## config.mk

```make
export PLATFORM = sky130hd
export DESIGN_NAME = pkt_tx
export DESIGN_NICKNAME = d
export VERILOG_FILES = /design/src/rtl/pkt_tx.sv
export SDC_FILE = /design/constraint.sdc
export NUM_CORES = 1
export LEC_CHECK = 0
export CAP_MARGIN = 10
export CORE_MARGIN = 2
export CORE_UTILIZATION = 49
export CTS_BUF_LIST = sky130_fd_sc_hd__clkbuf_8
export DETAILED_ROUTE_END_ITERATION = 10
export GPL_TIMING_DRIVEN = 0
export HOLD_SLACK_MARGIN = 0.03
export PLACE_DENSITY = 0.66
export SYNTH_ARGS = -nofsm -noshare
export SYNTH_HDL_FRONTEND = slang
export SYNTH_SLANG_ARGS = --single-unit
```

## constraint.sdc

```tcl
create_clock -name clk -period 4.6 [get_ports clk]
set_input_delay 0.92 -clock clk [delete_from_list [all_inputs] [get_ports clk]]
set_output_delay 0.92 -clock clk [all_outputs]
set_load 0.03 [all_outputs]
```

## src/rtl/pkt_tx.sv

```systemverilog
// Packet transmitter: buffers a payload, then sends header, payload and parity to a router.
// Optional macro PKT_TX_PARITY_CORRUPT_EN adds corrupt_parity to invert the parity byte.
module pkt_tx (
  input  logic       clk,
  input  logic       reset,
  input  logic       start,
  input  logic [1:0] dest,
  input  logic [5:0] len,
`ifdef PKT_TX_PARITY_CORRUPT_EN
  input  logic       corrupt_parity,
`endif
  input  logic [7:0] pld_data,
  input  logic       pld_valid,
  output logic       pld_ready,
  input  logic       busy,
  input  logic       err,
  output logic       pkt_valid,
  output logic [7:0] data_out,
  output logic       tx_busy,
  output logic       done,
  output logic       reject,
  output logic       err_seen
);

  typedef enum logic [2:0] {IDLE, LOAD, HDR, PLD, PAR, CHK} state_t;

  state_t     state_q, state_d;
  logic [1:0] dest_q, dest_d;
  logic [5:0] len_q, len_d;
  logic [5:0] idx_q, idx_d;
  logic [7:0] par_q, par_d;
  logic [1:0] chk_q, chk_d;
  logic       inv_q, inv_d;
  logic       done_q, done_d;
  logic       reject_q, reject_d;
  logic       err_seen_q, err_seen_d;
  logic       buf_we;
  logic [7:0] buf_q [64];

  always_comb begin
    state_d    = state_q;
    dest_d     = dest_q;
    len_d      = len_q;
    idx_d      = idx_q;
    par_d      = par_q;
    chk_d      = chk_q;
    inv_d      = inv_q;
    done_d     = 1'b0;
    reject_d   = 1'b0;
    err_seen_d = err_seen_q;
    buf_we     = 1'b0;
    case (state_q)
      IDLE: begin
        if (start) begin
          if (dest != 2'd3 && len != 6'd0) begin
            dest_d     = dest;
            len_d      = len;
            idx_d      = 6'd0;
            par_d      = {len, dest};
            err_seen_d = 1'b0;
`ifdef PKT_TX_PARITY_CORRUPT_EN
            inv_d      = corrupt_parity;
`else
            inv_d      = 1'b0;
`endif
            state_d    = LOAD;
          end else begin
            reject_d = 1'b1;
          end
        end
      end
      LOAD: begin
        if (pld_valid) begin
          buf_we = 1'b1;
          par_d  = par_q ^ pld_data;
          if (idx_q == len_q - 6'd1) begin
            idx_d   = 6'd0;
            state_d = HDR;
          end else begin
            idx_d = idx_q + 6'd1;
          end
        end
      end
      HDR: begin
        if (!busy) state_d = PLD;
      end
      PLD: begin
        if (!busy) begin
          if (idx_q == len_q - 6'd1) begin
            idx_d   = 6'd0;
            state_d = PAR;
          end else begin
            idx_d = idx_q + 6'd1;
          end
        end
      end
      PAR: begin
        if (!busy) begin
          chk_d   = 2'd0;
          state_d = CHK;
        end
      end
      CHK: begin
        if (err) err_seen_d = 1'b1;
        // Three fixed cycles for the router to report a parity error
        if (chk_q == 2'd2) begin
          done_d  = 1'b1;
          state_d = IDLE;
        end else begin
          chk_d = chk_q + 2'd1;
        end
      end
      default: state_d = IDLE;
    endcase
  end

  always_ff @(posedge clk or posedge reset) begin
    if (reset) begin
      state_q    <= IDLE;
      dest_q     <= 2'd0;
      len_q      <= 6'd0;
      idx_q      <= 6'd0;
      par_q      <= 8'h00;
      chk_q      <= 2'd0;
      inv_q      <= 1'b0;
      done_q     <= 1'b0;
      reject_q   <= 1'b0;
      err_seen_q <= 1'b0;
    end else begin
      state_q    <= state_d;
      dest_q     <= dest_d;
      len_q      <= len_d;
      idx_q      <= idx_d;
      par_q      <= par_d;
      chk_q      <= chk_d;
      inv_q      <= inv_d;
      done_q     <= done_d;
      reject_q   <= reject_d;
      err_seen_q <= err_seen_d;
    end
  end

  // Payload store needs no reset; contents after an abort are never read
  always_ff @(posedge clk) begin
    if (buf_we) buf_q[idx_q] <= pld_data;
  end

  // Router-facing outputs decode registered state only
  always_comb begin
    pkt_valid = 1'b0;
    data_out  = 8'h00;
    case (state_q)
      HDR: begin
        pkt_valid = 1'b1;
        data_out  = {len_q, dest_q};
      end
      PLD: begin
        pkt_valid = 1'b1;
        data_out  = buf_q[idx_q];
      end
      PAR:     data_out = par_q ^ {8{inv_q}};
      default: data_out = 8'h00;
    endcase
  end

  assign pld_ready = (state_q == LOAD);
  assign tx_busy   = (state_q != IDLE);
  assign done      = done_q;
  assign reject    = reject_q;
  assign err_seen  = err_seen_q;

endmodule

```

Word level (Yosys, flattened, before mapping)
Memory sizes are Yosys's and may differ from the RTL's.
Cells that the tools add are included.
Storage, ports and cells
  RAM bits: 512
  memories kept: 1
  bits in registers: 30
  word-level logic and storage cells: 86
Memory list
  buf_q: depth 64, width 8, rd ports 1, clocked after Yosys merged registers in 0, wr ports 1, RTL line 38  | logic [7:0] buf_q [64];
Cells by class
  muxes and demuxes: 38
  add/sub/neg operators: 3
  reduce and logical (&&, ||, !) cells: 15
  bitwise operators: 1
  equal/unequal tests: 19
Operator list (count)
  6-bit 2-to-1 mux: 5
  3-bit 2-to-1 mux: 9
  8-bit 2-to-1 mux: 3
  8-bit case mux with 3 select lines: 1
  2-bit inequality test (second input constant): 11
  3-bit case mux with 6 select lines: 1
  6-bit case mux with 3 select lines: 1
  8-bit case mux with 2 select lines: 1
  1-bit 2-to-1 mux: 13
  9-bit AND reduction: 1
  4-bit AND reduction: 2
  8-bit XOR: 1
  6-bit by 1-bit adder with 6-bit output (second input constant): 1
  3-bit by 2-bit == test with 1-bit output (second input constant): 2
  3-bit == test (second input constant): 2
  6-bit == test: 1
  3-bit AND reduction: 2
  2-bit nonzero test: 3
  3-bit nonzero test: 2
  6-bit nonzero test: 1
  6-bit by 1-bit subtractor with 6-bit output (second input constant): 1
  5-bit AND reduction: 1
  2-bit 2-to-1 mux: 2
  2-bit case mux with 2 select lines: 1
  other kinds (8): 8

Depth between registers and ports, before layout
Gate-level depths: netlist of run 1.
  depth after elaboration: 5
  mapped depth: 10
  mapped depth without buffers: 8

Least setup slack after synthesis of run 1
Ideal clock, no wire load.
  kind: register to output
  from: register idx_q[0]
  to: output data_out[1]
  slack: 1.512 ns
  data arrival time: 2.168 ns
  stages on the path, launching flop included: 9
  cells stage by stage: dfrtp_1 -> buf_2 -> nor2_1 -> buf_2 -> buf_2 -> a22oi_1 -> o22ai_1 -> a22oi_1 -> a32oi_1
Between the ends
  longest elaborated chain between the ends: 2
Ends and longest elaborated chain
  from (decl): RTL line 30  | logic [5:0] idx_q, idx_d;
  from (signal assigned): RTL line 133  | idx_q <= idx_d;
  memory 64 x 8 bit
  8-bit case mux with 3 select lines: RTL line 152  | case (state_q)
  to (decl): RTL line 18  | output logic [7:0] data_out,
No other way between the ends.

Final worst setup path of run 1
  from: register idx_q[2]
  to: output data_out[4]
Same word-level chain as after synthesis.

==> results.md, run 1 <==
Synthesis:
- The number of nets in the synthesized netlist is 1,442.
- The count of flip-flops with a built-in enable after synthesis is ~510.
- Synthesis produced about 1,400 cells.
- The Yosys step of the flow raised 0 warnings.
- A synthesized cell averages 15.57 sq um.
- In this run, synthesis produced a sequential element count of about 540.
- The distinct cell type count of the synthesized netlist is 65.
- The most used flip-flop cell after synthesis is edfxtp_1.
- Counting flops with an async set or reset pin after synthesis yields a share of 5.535%.
- The mapped netlist covers 22,060 sq um.
- After synthesis, flip-flops and latches occupy 73.09% of the total area.

Detailed routing:
- The routed layout has 14,055 vias.
- After detailed routing, the average wire length per cell comes to 28.47 um.
- The count of nets left with antenna violations once routing finished came out at 0.
- After detailed routing, the number of remaining DRC violations is 0.
- In this run, the number of DRC markers left after iteration 0 of detailed routing was 1,700.
- After detailed routing, the number of vias per cell comes to 6.354.
- The first-pass iteration count of the detailed router is 6.
- The post-detailed-routing wire length is 62,970 um.

Timing:
- The final period demand of the worst path is 4.594 ns.
- The worst pin sits at a relative slew slack of 20.84%.
- At the pin with the least slew margin, the transition time is 1.185 ns.
- Setup repair after global routing left no endpoint under its margin.
- The maximum achievable frequency is 0.2177 GHz.
- The final count of pins violating max slew is 0.
- The final clock skew is 0.03315 ns.
- In the finished design, the share of the clock period the worst path needs comes to between 90% and 100%.
- Setup violations remaining at the end of the flow were counted as 0.
- Setup total negative slack on the finished layout was measured at 0 ns.
- The final number of hold-violating endpoints came to 0.

Placed design:
- The congestion estimate from routability-driven global placement came to 0.9677.
- Input and output buffers added on the ports amount to 35.
- The half-perimeter wire length of the detailed placement result is about 42,000 um.
- The number of placed instances, taps included, is just over 2,000.

Cells and area:
- The number of filler cells placed in the layout is 3,553.
- The finished layout holds ~2,200 standard cells, fillers aside.
- The number of nets in the layout is about 1,600.
- The area taken by flip-flops and latches is 16,130 sq um.
- The area growth from synthesis to layout is 14.59%.
- Summing all multi-input logic gate instances after layout gives 5614 sq um.
- The diode insertion count for antenna repair is 0.
- The share of layout cells above drive strength 1 is roughly a fifth.

Global routing:
- The number of antenna violations at the first check in global routing is 0.
- Entering global routing, the biggest net connects 56 pins.
- The number of global-route vias before repair is 13,476.
- The wire length of the first global-routing pass is roughly 91,000 um.
- The global-route total usage across every layer is 26.83%.
- The total overflow left after global routing is 0.

Clock tree:
- The clock reaches the later pin of the worst-skew pair after between 0.6 and 0.7 ns.
- The maximum number of buffers from clock root to sink is 3.
- The root buffer cell chosen for the clock tree is clkbuf_8.
- The clock tree from TritonCTS is done.
- The H-tree was split into 3 levels.
- The number of buffers added to fix hold violations after cts is 0.
- The clock slew seen by the registers of the worst setup and hold paths is 0.06 ns.
- For this design, the sink count on the clock tree is 542.
- The buffers inserted during post-CTS setup optimization is 0.
- The number of buffers created by CTS is 86.

Die:
- The die is 216.2 um tall.
- Measured along the x axis, the die boundary spans about 220 um.
- The starting utilization of the core area is 49.79%.
- The area inside the core boundary is between 40,000 and 50,000 sq um.
- During I/O placement, the number of pins put on the boundary was 36.
- The die covers 46,740 sq um.
- Row generation in the floorplan step produced 77 rows.

Job:
- Max-cap violations in this run came to 0.

Power:
- For this design the ratio of total power to cell area is 596.1 nW/um^2.
- The worst ir drop on vdd is around 440 uV.
- For this design the static power due to leakage is 0.008421 uW.

Min path:
- The tightest min-delay check is of the register to register type.

Critical path:
- The worst register-to-register path has a setup slack of 0.45 ns.
- At the worst endpoint, the arrival time is around 3.7 ns.
- At the worst endpoint, the required time is 3.68 ns.
- The class of the most critical setup path is register to output port.
- The type of destination of the critical path is an output port.
- Of all nets on the critical path, the largest fanout is 10.
- The kind of start point of the critical path is a register.

Status:
- The flow ran to the end, and the final reports show no timing, DRC or antenna violations.
## worst paths after layout
path,to,cells after the start,from
worst max-delay path,data_out[4],11,idx_q[2]
worst min-delay path,dest_q[1],1,dest_q[1]
worst max register to register,buf_q[39][3],8,idx_q[2]
worst min register to register,dest_q[1],1,dest_q[1]
max in group asynchronous,idx_q[1],3,reset
min in group asynchronous,reject,2,reset
## critical path, cell delays in order (launching register included)
cell and delay (ns):
dfrtp_1 0.39, buf_2 0.19, buf_4 0.24, buf_6 0.23, buf_6 0.22, mux2i_1 0.23, a22oi_1 0.13, a31oi_2 0.36
nand3_2 0.17, a221oi_4 0.27, a32oi_1 0.19, dlygate4sd1_1 0.37
## layer usage
layer | track usage, % | wire length (um) | vias to the layer above | share of wire [%]
met4 | 11.44 | 2685 | 0 | 4.3
li1 | - | - | 5940 | -
met1 | 37.31 | 25050 | 7077 | 40
met5 | 0 | 0 | - | 0
met3 | 5.993 | 6757 | 157 | 11
met2 | 41.00 | 28480 | 881 | 45
## power breakdown
part           switching [uW]  internal, uW  total, uW
Clock                    1930          2040       3970
Combinational            3540          1770       5310
Sequential                144          5640       5790
## repair_timing
item,in CTS,in global routing
gates resized for setup,85,32
pin swaps,4,4
endpoints found under the setup margin,8,8
## cell families (layout without fill, tap and decap cells)
logic type      Yosys count  in the layout  share of synthesized area [%]
buf+inv                 118            321                          2.529
mux                     158            158                          7.627
flops                   542            542                          73.09
fa+ha+maj                 3              3                         0.1701
xor+xnor                  6              6                         0.2382
compound gates          342            342                          10.99
simple gates            248            248                          5.359
## through the flow
stage	power, uW	utilization (%)	hold WS, ns	setup WS, ns	instance area (sq um)
4_1_cts	14890	56.88	0.5188	0.005080	25210
5_1_grt	15510	57.05	0.5213	0.007764	25280
3_3_place_gp	10730	52.25	0.4830	-0.3307	23150
3_5_place_dp	10790	52.54	0.5001	-0.3231	23280
2_1_floorplan	8870	-	0.4739	1.512	22060
6_report	15070	57.05	0.5135	0.005727	25280
## layout make-up
cell class	instances	area share [%]
clock buffers	89	4.845
clock inverters	71	1.678
flip-flops and latches	542	63.79
inverters	15	0.2375
plain buffers	102	2.400
repair buffers	44	1.915
multi-input cells	757	22.21
well taps	592	2.930
## cell usage after synthesis, drive strengths merged, types with 6 or more instances
| cell type | n | share of area (%) |
|---|---|---|
| a211o | 6 | 0.24 |
| a21oi | 57 | 1.3 |
| a221oi | 41 | 1.6 |
| a22o | 6 | 0.24 |
| a22oi | 62 | 2.1 |
| a31oi | 29 | 0.82 |
| a32oi | 23 | 0.91 |
| a41oi | 6 | 0.24 |
| and3 | 20 | 0.57 |
| buf | 64 | 1.6 |
| clkbuf | 39 | 0.66 |
| dfrtp | 30 | 3.4 |
| edfxtp | 512 | 70 |
| inv | 13 | 0.22 |
| mux2 | 61 | 3.1 |
| mux2i | 95 | 4.3 |
| nand2 | 39 | 0.66 |
| nand2b | 13 | 0.37 |
| nand3 | 25 | 0.57 |
| nand4 | 7 | 0.20 |
| nor2 | 103 | 1.8 |
| nor2b | 7 | 0.20 |
| nor3 | 6 | 0.14 |
| nor4 | 7 | 0.20 |
| o211ai | 10 | 0.40 |
| o21ai | 43 | 0.98 |
| o221ai | 10 | 0.40 |
| o22a | 11 | 0.44 |
| o22ai | 22 | 0.65 |
## registers in the layout, indices dropped and copies added, names as in the netlist
signal / flops
done: 1
reject: 1
idx_q: 6
len_q: 6
err_seen: 1
dest_q: 2
chk_q: 2
par_q: 8
state_q: 3
buf_q: 512
## layout by cell type (no fill, tap or decap), drive strengths merged, types with 20 or more instances in the layout
| cell type | n |
|---|---|
| a31oi | 29 |
| nand3 | 25 |
| and3 | 20 |
| clkbuf | 129 |
| buf | 82 |
| mux2i | 95 |
| edfxtp | 512 |
| a32oi | 23 |
| a21oi | 57 |
| dfrtp | 30 |
| a221oi | 41 |
| o21ai | 43 |
| a22oi | 62 |
| mux2 | 61 |
| clkinv | 38 |
| o22ai | 22 |
| inv | 40 |
| nand2 | 39 |
| nor2 | 103 |
(Power assumes the default switching activity.)
==> run 2, diff against run 1 <==
--- a/config.mk
+++ b/config.mk
@@ -6,7 +6,6 @@
 export NUM_CORES = 1
 export LEC_CHECK = 0
 export CAP_MARGIN = 10
-export CORE_MARGIN = 2
 export CORE_UTILIZATION = 49
 export CTS_BUF_LIST = sky130_fd_sc_hd__clkbuf_8
 export DETAILED_ROUTE_END_ITERATION = 10
==> results.md, run 2 (synthesized netlist as in run 1, its figures left out) <==
Global routing:
- The number of global-route vias before repair is 13,570 (+0.70%).
- The global routing met2 resource utilization is 41.80% (+0.79 points).
- The global-route total usage across every layer was 27.09% (+0.26 points).
- The most used routing layer is met2.
- The global-route met1 utilization is 37.13% (-0.18 points).
- The met3 demand-to-capacity share in global routing is 5.121% (-0.87 points).
- The wire length of the first global-routing pass came to 90,020 um (-0.66%).
- The largest net degree at the start of global routing is 51 (-8.9%).
- The final global-route overflow total came to 0 (unchanged).
- The number of antenna violations at the first check in global routing is 0 (unchanged).

Job:
- The count of max-cap constraint violations is 0 (unchanged).

Clock tree:
- The total clock sinks is 542 (unchanged).
- The maximum number of buffers from clock root to sink is 3 (unchanged).
- The root buffer cell chosen for the clock tree is clkbuf_8.
- The buffers inserted during post-CTS setup optimization came to 0 (unchanged).
- The number of buffers created by CTS is 84 (-2.3%).
- The worst-skew pair later-pin latency is 0.67 ns (about the same).
- The number of buffers added to fix hold violations after cts is 0 (unchanged).
- The clock tree from TritonCTS is done.
- The clock slew seen by the registers of the worst setup and hold paths was 0.06 ns (about the same).
- The depth of the CTS H-tree is 3 (unchanged).

Critical path:
- The origin of the critical flop-to-flop path is idx_q[2].
- The critical path required time came to 3.68 ns (about the same).
- The worst setup path is captured at an output port.
- The worst path arrival time came to 3.75 ns (+0.08 ns).
- The cell depth of the worst flop-to-flop path is 8 (unchanged).
- The kind of start point of the critical path is a register.
- The class of the most critical setup path is register to output port.
- The endpoint identified for the worst register-to-register timing path is buf_q[36][6].
- The reg-to-reg setup timing slack is 0.54 ns (+0.09 ns).
- The peak fanout along the critical path came to 10 (unchanged).

Detailed routing:
- The DRC marker count from the first detailed-route iteration is 1,769 (+4.1%).
- The first-pass iteration count of the detailed router was 6 (unchanged).
- The routed wirelength normalized by instance count was 28.38 um (-0.30%).
- The total number of vias is 13,987 (-0.48%).
- The post-detailed-routing wire length is 62,500 um (-0.75%).
- The post-detailed-route DRC marker count is 0 (unchanged).
- The via density per instance is 6.352 (about the same).
- The final antenna-violating net count is 0 (unchanged).

Power:
- The leakage power total is 0.008276 uW (-1.7%).
- The worst ir drop on vdd is 335.5 uV (-23%).
- The power density relative to cell area is 584.8 nW/um^2 (-1.9%).

Timing:
- The final number of hold-violating endpoints came to 0 (unchanged).
- The maximum achievable frequency came to 0.2143 GHz (-1.6%).
- The headroom to the max-slew limit is 28.64% (+7.8 points).
- The final period demand of the worst path is 4.667 ns (+0.07261 ns).
- The final setup violation count is 2 (+2).
- The actual transition at the worst max-transition pin came to 1.068 ns (-0.1167 ns).
- The final count of pins violating max slew is 0 (unchanged).
- Setup repair after global routing could not meet its margin everywhere.
- The final-layout worst hold slack is 0.4736 ns (-0.03992 ns).
- The worst path setup slack after routing is -0.06688 ns (-0.07261 ns).
- The final cycle utilization of the critical path is 101.5% (+1.6 points).
- The final clock skew is 0.01921 ns (-0.01394 ns).

Die:
- The floorplan row count was 77 (unchanged).
- The chip width is 214.2 um (-0.93%).
- The vertical die dimension is 214.2 um (-0.93%).
- The starting utilization of the core area is 49.79% (unchanged).
- The number of primary I/O pins is 36 (unchanged).
- The area inside the core boundary came to 44,320 sq um (unchanged).
- The die outline area is 45,880 sq um (-1.8%).

Cells and area:
- Leaving out fill and tap cells, the most frequent cell in the layout is edfxtp_1.
- The flip-flop count of the largest register after layout came to 512 (unchanged).
- The number of filler cells placed in the layout came to 3,557 (+0.11%).
- The largest registers in the layout are buf_q (512), par_q (8).
- The cell area after layout came to 24,990 sq um (-1.1%).
- Compared with the post-synthesis result, the final layout area differs by 13.28%.
- The area of the multi-input gates was 5543 sq um (-1.3%).
- The number of nets in the layout was 1,570 (-0.19%).
- buf_q holds more flip-flops than any other register.
- In the layout the commonest cells are edfxtp_1 (512), nor2_1 (101), mux2i_1 (95).
- The share of layout cells above drive strength 1 came to 17.96% (-1.9 points).
- The area taken by flip-flops and latches is 16,130 sq um (unchanged).

Placed design:
- The final estimated routing congestion in global placement came to 0.9433 (-2.5%).
- The cell area after placement was 23,270 sq um (about the same).
- The half-perimeter wire length of the detailed placement result is 42,060 um (-0.60%).
- The number of port buffers came to 35 (unchanged).

Status:
- The final reports fail on setup timing.
- The run finished, with violations left.

Min path:
- The type of the worst min-delay path is primary input to asynchronous set/reset pin.
[run 2: cell count changes in the layout (fill, tap and decap cells not counted), moves of 3 or more]
cell,before,now
clkinv_1,25,32
clkbuf_2,17,20
a221oi_1,33,40
clkinv_2,13,5
clkbuf_4,5,1
bufinv_16,4,0
a221oi_2,7,0
[run 2: stage by stage]
| stage | utilization, % | instances | worst slack [ns] | total power [uW] | TNS, ns |
|---|---|---|---|---|---|
| after CTS | 56.25 | 2201 | -0.003386 | 14470 | -0.005743 |
| after global placement | 52.25 | 2044 | -0.2333 | 10740 | -1.295 |
| after global routing | 56.39 | 2201 | -0.02746 | 15040 | -0.04143 |
| after floorplan | - | 1417 | 1.512 | 8870 | 0 |
| final | 56.39 | 2202 | -0.06688 | 14620 | -0.07827 |
| after detailed placement | 52.52 | 2052 | -0.1747 | 10790 | -0.9917 |
[run 2: critical path: stages (launching register included)]
cell and delay, ns:
dfrtp_2 0.48, buf_2 0.21, inv_1 0.17, buf_2 0.31, clkbuf_2 0.40, a31oi_1 0.14, a31oi_1 0.55, nor4_4 0.11
a32oi_1 0.25, dlygate4sd2_1 0.44
[run 2: layout make-up]
cell class / count / area share [%]
inverter: 15 / 0.2253
buffer: 101 / 2.358
timing repair buffer: 44 / 1.897
clock buffer: 87 / 4.791
multi-input combinational: 757 / 22.18
antenna: 1 / 0.01001
tap: 592 / 2.964
clock inverter: 63 / 1.046
sequential: 542 / 64.53
[run 2: what timing repair did]
item                       CTS  global route
gates resized for setup     79            18
setup endpoints to repair    8             8
pin swaps                    5             2
[run 2: worst max path at each step]
| stage | startpoint | end |
|---|---|---|
| after CTS | idx_q[2] | data_out[0] |
| after global placement | idx_q[0] | data_out[4] |
| after floorplan | idx_q[0] | data_out[1] |
| final | idx_q[1] | data_out[0] |
| after detailed placement | idx_q[0] | data_out[4] |
| after global routing | idx_q[2] | data_out[0] |
[run 2: power by group]
part           switching (uW)  total (uW)  internal (uW)
logic                    3480        5220           1740
registers                 146        5790           5640
clock network            1860        3610           1750
total                    5480       14600           9130
[run 2: per-layer routing]
metal  up-vias  wire length, um
met5         -                0
li1       5952                -
met3       178             6059
met4         0             2626
met2       794            29030
met1      7063            24790
